==> config.mk <==
export PLATFORM = sky130hd
export DESIGN_NAME = data_mem_lsu
export DESIGN_NICKNAME = d
export VERILOG_FILES = /design/src/rtl/data_mem_lsu.sv
export SDC_FILE = /design/constraint.sdc
export NUM_CORES = 1
export LEC_CHECK = 0
export CAP_MARGIN = 20
export CORE_ASPECT_RATIO = 1.5
export CORE_MARGIN = 5
export CORE_UTILIZATION = 58
export CTS_CLUSTER_DIAMETER = 200
export CTS_CLUSTER_SIZE = 25
export DETAILED_ROUTE_END_ITERATION = 12
export DONT_BUFFER_PORTS = 1
export GPL_ROUTABILITY_DRIVEN = 0
export PLACE_DENSITY = 0.75
export REMOVE_ABC_BUFFERS = 1
export SYNTH_ARGS = -nofsm -noshare
export SYNTH_HDL_FRONTEND = slang
export SYNTH_SLANG_ARGS = --single-unit
==> constraint.sdc <==
create_clock -name clk -period 2.7 [get_ports clk]
set_input_delay 0.27 -clock clk [delete_from_list [all_inputs] [get_ports clk]]
set_output_delay 0.27 -clock clk [all_outputs]
set_load 0.02 [all_outputs]
==> src/rtl/data_mem_lsu.sv <==
// rtl/data_mem_lsu.sv - load/store initiator for a big-endian word RAM without byte enables
// Sub-word stores are done as read-modify-write; every result returns through a valid/ready response.
module data_mem_lsu #(
    parameter int unsigned MEM_BYTES = 128
) (
    input  logic        clk,
    input  logic        reset,
    input  logic        req_valid,
    output logic        req_ready,
    input  logic [2:0]  req_op,
    input  logic [31:0] req_addr,
    input  logic [31:0] req_wdata,
    output logic        resp_valid,
    input  logic        resp_ready,
    output logic [31:0] resp_rdata,
    output logic        resp_err,
    output logic [31:0] mem_address,
    output logic [31:0] mem_writedata,
    input  logic [31:0] mem_readdata,
    output logic        mem_read_en,
    output logic        mem_write_en
);

    localparam logic [2:0] OP_LB  = 3'b000;
    localparam logic [2:0] OP_LH  = 3'b001;
    localparam logic [2:0] OP_LW  = 3'b010;
    localparam logic [2:0] OP_LBU = 3'b011;
    localparam logic [2:0] OP_LHU = 3'b100;
    localparam logic [2:0] OP_SB  = 3'b101;
    localparam logic [2:0] OP_SH  = 3'b110;
    localparam logic [2:0] OP_SW  = 3'b111;
    localparam logic [31:0] MEM_LIMIT = 32'(MEM_BYTES);

    typedef enum logic [1:0] {
        S_IDLE  = 2'd0,
        S_READ  = 2'd1,
        S_WRITE = 2'd2,
        S_RESP  = 2'd3
    } state_t;

    state_t      state_q, state_d;
    logic [2:0]  op_q, op_d;
    logic [31:0] addr_q, addr_d;
    logic [31:0] wdata_q, wdata_d;
    logic [31:0] rdata_q, rdata_d;
    logic        err_q, err_d;

    logic        req_misaligned;
    logic        req_out_of_range;
    logic        req_bad;
    logic [7:0]  lane_byte;
    logic [15:0] lane_half;
    logic [31:0] load_value;
    logic [31:0] merged_word;

    always_comb begin
        req_misaligned = 1'b0;
        if ((req_op == OP_LH || req_op == OP_LHU || req_op == OP_SH) && req_addr[0])
            req_misaligned = 1'b1;
        if ((req_op == OP_LW || req_op == OP_SW) && (req_addr[1:0] != 2'b00))
            req_misaligned = 1'b1;
    end

    // The word base can never wrap when 3 is added, so a 32-bit compare is exact.
    assign req_out_of_range = (({req_addr[31:2], 2'b00} + 32'd3) >= MEM_LIMIT);
    assign req_bad          = req_misaligned || req_out_of_range;

    // Big-endian lanes: byte offset 0 is the most significant byte of the word.
    always_comb begin
        lane_byte = 8'h00;
        case (addr_q[1:0])
            2'd0: lane_byte = mem_readdata[31:24];
            2'd1: lane_byte = mem_readdata[23:16];
            2'd2: lane_byte = mem_readdata[15:8];
            2'd3: lane_byte = mem_readdata[7:0];
            default: lane_byte = 8'h00;
        endcase
        lane_half = addr_q[1] ? mem_readdata[15:0] : mem_readdata[31:16];
    end

    always_comb begin
        load_value = 32'h0;
        case (op_q)
            OP_LB:   load_value = {{24{lane_byte[7]}}, lane_byte};
            OP_LH:   load_value = {{16{lane_half[15]}}, lane_half};
            OP_LW:   load_value = mem_readdata;
            OP_LBU:  load_value = {24'h0, lane_byte};
            OP_LHU:  load_value = {16'h0, lane_half};
            default: load_value = 32'h0;
        endcase
    end

    always_comb begin
        merged_word = mem_readdata;
        if (op_q == OP_SB) begin
            case (addr_q[1:0])
                2'd0: merged_word[31:24] = wdata_q[7:0];
                2'd1: merged_word[23:16] = wdata_q[7:0];
                2'd2: merged_word[15:8]  = wdata_q[7:0];
                2'd3: merged_word[7:0]   = wdata_q[7:0];
                default: merged_word = mem_readdata;
            endcase
        end else if (addr_q[1]) begin
            merged_word[15:0] = wdata_q[15:0];
        end else begin
            merged_word[31:16] = wdata_q[15:0];
        end
    end

    always_comb begin
        state_d = state_q;
        op_d    = op_q;
        addr_d  = addr_q;
        wdata_d = wdata_q;
        rdata_d = rdata_q;
        err_d   = err_q;
        case (state_q)
            S_IDLE: begin
                if (req_valid) begin
                    op_d    = req_op;
                    wdata_d = req_wdata;
                    rdata_d = 32'h0;
                    err_d   = req_bad;
                    if (req_bad) begin
                        state_d = S_RESP;
                    end else begin
                        // addr_q drives the RAM address, so it only moves for real accesses.
                        addr_d  = req_addr;
                        state_d = (req_op == OP_SW) ? S_WRITE : S_READ;
                    end
                end
            end
            S_READ: begin
                if (op_q == OP_SB || op_q == OP_SH) begin
                    wdata_d = merged_word;
                    state_d = S_WRITE;
                end else begin
                    rdata_d = load_value;
                    state_d = S_RESP;
                end
            end
            S_WRITE: state_d = S_RESP;
            S_RESP: begin
                if (resp_ready)
                    state_d = S_IDLE;
            end
            default: state_d = S_IDLE;
        endcase
    end

    always_ff @(posedge clk or posedge reset) begin
        if (reset) begin
            state_q <= S_IDLE;
            op_q    <= 3'b000;
            addr_q  <= 32'h0;
            wdata_q <= 32'h0;
            rdata_q <= 32'h0;
            err_q   <= 1'b0;
        end else begin
            state_q <= state_d;
            op_q    <= op_d;
            addr_q  <= addr_d;
            wdata_q <= wdata_d;
            rdata_q <= rdata_d;
            err_q   <= err_d;
        end
    end

    // Enables decode straight from the state so an asynchronous reset drops them at once.
    assign req_ready     = (state_q == S_IDLE);
    assign resp_valid    = (state_q == S_RESP);
    assign resp_rdata    = rdata_q;
    assign resp_err      = err_q;
    assign mem_read_en   = (state_q == S_READ);
    assign mem_write_en  = (state_q == S_WRITE);
    assign mem_address   = {addr_q[31:2], 2'b00};
    assign mem_writedata = wdata_q;

endmodule

==> metrics.yaml <==
total_power_mw: 6.710
drt_iter0_markers: 511
hold_buffers: 0
grt-ovfl-total: 0
fin_util_pct: 61.88
grt_pass1_wl_um: 24600
vdd_drop_max_v: 0.0008123
synthFlopType: "dfrtp_1"
cp.required_ns: 2.93
clk_pin_slew_worst_paths_ns: 0.06
dp_hpwl_um: 11720
avgSynthCellArea_um2: 10.26
p_per_area_mw_per_mm2: 1165
drive_gt1_share_pct: 16.67
die_area_mm2: 0.01164
port_buffers: 0
fin_ws_ns: 0.2361
vias: 4383
place_area_mm2: 0.005461
seq_area_frac_synth_pct: 46.08
clockRootBuffer: "clkbuf_16"
yosysWarnings: 0
fin_crit_sh_pct: 91.25
dieHeight_um: 129.7
rsz0062_at_grt: "no"
first_global_vias: 4458
grt_max_degree: 79
cp_max_fo: 12
syn_to_final_growth_pct: 3.976
viasPerCell: 7.081
placedCellCount: 601
fin_cells: 619
drt_first_pass_iters: 7
drc: 0
wl_um: 15920
drv_cap: 0
setup_viol: 0
timing.fmax_ghz: 0.4059
grt_util_all_layers_pct: 26.99
synth.distinct_cells: 50
syn_inst: 540
ios: 204
p_leak_nw: 2.495
worstSkewPairLatency_ns: 0.34
outcome: "completed"
cts_resized: 0
ys_ff_latch: 102
cts_max_level: 3
tightest_slew_ns: 1.066
design_area_mm2: 0.005759
hold_path_class: "input port to async pin"
clock_path_buffers: 2
finalSetupTns_ns: 0
clock_skew_ns: 0.007729
dp_slack_ns: 0.2348
start_kind: "flop"
wl_per_cell_um: 25.72
syn_area_mm2: 0.005539
hold_viol_final: 0
endpoint_kind: "flop"
finalCriticalPeriod_ns: 2.464
path_class: "flop to flop"
hold-worst-slack_ns: 0.02661
synth_edf_count: 0
synthArstFlopShare_pct: 100.0
arrival_ns: 2.69
rows: 43
die_w_um: 89.79
final_common_cell: "dfrtp_1"
cts_sinks: 102
max_slew_margin_pct: 28.69
final_nets: 607
start_util_pct: 59.51
mostFrequentLayoutCells: "102 x dfrtp_1, 48 x nand2_1, 44 x o21ai_0"
cts-buffers-inserted: 9
cts_setup_buffers: 0
fp.coreArea_mm2: 0.009308
antenna_found_initial: 3
ant_nets: 0
finalMaxSlewViolations: 0
cts_tree: "built"
[worst paths after layout]
path                       slack (ns)                end           start  cells after the start
max in group asynchronous        1.87  mem_writedata[23]           reset                      2
setup / recovery                 0.24          addr_q[2]      state_q[1]                      7
min in group clk                 0.08          addr_q[4]     req_addr[4]                      1
hold / removal                   0.03         addr_q[19]           reset                      1
hold reg to reg                  0.62     resp_rdata[22]  resp_rdata[22]                      2
setup reg to reg                 0.24          addr_q[2]      state_q[1]                      7
[final cells by class]
cell class,count,area (um^2)
diodes,3,7.507
clock buffers,11,242.7
clock inverters,4,47.55
fillers,761,3548
inverters,13,51.30
multi-input cells,350,2525
flip-flops and latches,102,2552
well taps,112,140.1
repair buffers,24,192.7
[state kept, by name, indices dropped and copies added, names as in the netlist]
| name | count |
|---|---|
| mem_writedata | 32 |
| addr_q | 32 |
| op_q | 3 |
| state_q | 2 |
| resp_rdata | 32 |
| resp_err | 1 |
[logic make-up after synthesis]
family / synth area share (%)
buf+inv: 8.403
flops: 46.08
fa+ha+maj: 0.9036
simple gates: 13.60
mux: 11.34
compound gates: 19.13
other cells: 0.06770
xor+xnor: 0.4744
[worst max-delay path, cell delays in order (launching register included)]
cell and delay [ns]:
dfrtp_1 0.41, inv_1 0.11, ha_1 0.18, nand2_1 0.13
or4_4 0.51, a2111oi_4 0.39, buf_4 0.26, mux2_2 0.35
[per-layer routing]
metal	track usage [%]	wire length, um
met1	28.59	5158
met4	17.88	860
met3	11.27	1976
met2	44.05	7913
met5	0	11
[power by group]
group	switching (mW)	total, mW	internal (mW)
clock	0.538	1.27	0.736
combinational	1.60	2.67	1.07
sequential	0.850	2.77	1.92
[cells in the mapped netlist, types with 3 or more instances]
cell      number  area (um^2)
ha_1           4        50.05
a22oi_1       23        172.7
nand3_1        5        25.02
mux4_2         7        157.7
o21ai_0       44        220.2
buf_4         32        240.2
buf_2          3        15.01
o32ai_1        9        78.83
o22a_1         8        70.07
nor2_1         7        26.28
nand2b_1       4        25.02
o22ai_1        9        56.30
nand4_1       17        106.4
nor4_1         4        25.02
and3_1         9        56.30
mux2_2        32        360.4
a211oi_1       9        67.56
a21oi_1       13        65.06
clkbuf_1      37        138.9
nand2_1       48        180.2
o221ai_1      12        105.1
o211ai_1      17        127.6
mux2i_1       11        110.1
inv_1         12        45.04
nor2b_1       31        193.9
nor3b_1        3        22.52
buf_1          3        11.26
dfrtp_1      102         2552
No activity file was read; power rests on OpenSTA's default activity.
==> variant: new RTL, same flow settings <==
Re-encode `state_t` (4 states) as Gray code, 2 bits wide.
--- a/src/rtl/data_mem_lsu.sv
+++ b/src/rtl/data_mem_lsu.sv
@@ -32,10 +32,10 @@
     localparam logic [31:0] MEM_LIMIT = 32'(MEM_BYTES);
 
     typedef enum logic [1:0] {
-        S_IDLE  = 2'd0,
-        S_READ  = 2'd1,
-        S_WRITE = 2'd2,
-        S_RESP  = 2'd3
+        S_IDLE  = 2'b00,
+        S_READ  = 2'b01,
+        S_WRITE = 2'b11,
+        S_RESP  = 2'b10
     } state_t;
 
     state_t      state_q, state_d;
Behaviour: same outputs for any inputs over 4 cycles, from zero or initial values and one cycle with reset high; so few cycles prove little.
==> variant against the original RTL <==
Synthesized cell count up 4.4%; setup slack better by 190 ps; synthesized area down 0.34%; cell count up 3.4%; via count down 1.0%; wire length down 1.4%; non-clock buffer count down 5; design area down 0.61%; first-iteration DRC count down 20%; worst hold slack better by 1.4 ps; sequential cell count unchanged; critical path type unchanged; critical endpoint is now resp_rdata[15].
Power is not compared: it rests on default switching activity, and its combinational part moved more than twofold at a synthesized area within 25%.
==> variant: results (changes against the original RTL) <==
switch share 0.340; Vias per Instance 6.78 (was 7.08); top post-synthesis cells by area dfrtp_1 46%, mux2_2 5.9%, mux2i_1 5.1% (was dfrtp_1 46%, mux2_2 6.5%, buf_4 4.3%); Total Nets Final 626 (was 607); crit path DAT 2490 ps (was 2690 ps); Worst Path Max Fanout 25 (was 12); Worst-path clk slew 70 ps; Worst-Skew Late Latency 360 ps (was 340 ps); initial antenna violation count 0 (was 3); total track usage 0.271 (was 0.270); initial DRC count 408 (was 511); first-pass GRT wire length 23.8 mm (was 24.6 mm); clock skew 10.0 ps (was 7.73 ps); worst vdd ir 0.000425 V; Min-Delay Path Class in2reg (was in2async); synthesis warning total 0 (unchanged); vias in the first global route 4415 (was 4458); register area share after synthesis 0.462 (was 0.461); pin count of the biggest net entering global routing 60 (was 79); Post-Place Cells 623 (was 601); WL/cell 24.5 µm (was 25.7 µm); Bufs on Longest Clock Path 2 (unchanged); Sequential Power Share 0.485; synthesized area per cell 9.79 µm² (was 10.3 µm²); n_diodes 0 (was 3); Port-buffer cells 0 (unchanged); fraction of layout cells with a size suffix above 1 0.138 (was 0.167); Worst Tran Pin Value 1030 ps (was 1070 ps); fill cell count 789 (was 761); outcome finished, final reports clean (unchanged); Distinct cells, synth 51 (was 50); drt pass-1 iters 8 (was 7); top post-synthesis cells by count 102 x dfrtp_1, 52 x o21ai_0, 51 x nand2_1 (was 102 x dfrtp_1, 48 x nand2_1, 44 x o21ai_0); DP Wirelength 11.9 mm (was 11.7 mm); Non-Filler Instances 640 (was 619)
-- variant: final cells by class --
type                    instances  area (µm²)  area share
inverters                      14        55.1     0.00962
multi-input cells             377        2510       0.438
clock inverters                 7        85.1      0.0149
well taps                     112         140      0.0245
clock buffers                   9         225      0.0393
repair buffers                 19         158      0.0275
flip-flops and latches        102        2550       0.446
-- variant: worst max-delay path: stages (launching register included) --
cell and delay [ps]:
dfrtp_1 640, xor2_1 320, a311o_1 870, nand2_1 140
o311ai_0 150
-- variant: cells by family (layout without fill, tap and decap cells) --
family                    count (synthesis)  count (layout)  share of synthesized area
other                                     1               2                   0.000679
buffers and inverters                    86              49                     0.0839
DFF                                     102             102                      0.462
and+or+nand+nor                         154             154                      0.141
xor gates and xnor gates                  3               3                    0.00476
muxes                                    58              58                      0.114
AOI/OAI and AO/OA                       160             160                      0.193
-- variant: through the flow --
stage	util	TNS, ps	power [µW]	area (µm²)	setup slack, ps
floorplan	-	-34670	2490	5110	-602
global placement	0.580	0	2740	5400	502
detailed placement	0.581	0	2760	5400	463
CTS	0.615	0	4110	5720	467
global route	0.615	0	4280	5720	306
finish	0.615	0	4090	5720	431
-- variant: metal layers --
metal / vias up / routed length, µm / track usage
met5: - / 0 / 0
met4: 0 / 891 / 0.158
met3: 50 / 2130 / 0.122
met2: 277 / 7420 / 0.420
met1: 2097 / 5250 / 0.302
li1: 1915 / - / -
-- variant: power by group through the flow --
stage                     Combinational, µW  Clock (µW)  Sequential (µW)
after floorplan                         531           0             1960
after global placement                  721           0             2020
after detailed placement                748           0             2010
after CTS                               754        1370             1990
after global routing                    839        1430             2000
final                                   761        1340             1980
-- variant: timing repair --
| action | 4_1_cts | 5_1_grt |
|---|---|---|
| endpoints found under the hold margin | 43 | 0 |
| gates resized for setup | 0 | 0 |
| hold buffers | 1 | 0 |
-- variant: worst paths after layout --
path | from | endpoint | slack (ps) | cells past startpoint
max in group asynchronous | reset | resp_rdata[15] | 1550 | 3
min in group asynchronous | reset | addr_q[20] | 440 | 2
worst max register to register | op_q[1] | resp_rdata[15] | 430 | 4
worst min register to register | resp_rdata[22] | resp_rdata[22] | 620 | 2
worst max-delay path | op_q[1] | resp_rdata[15] | 430 | 4
worst min-delay path | req_op[0] | op_q[0] | 30 | 2
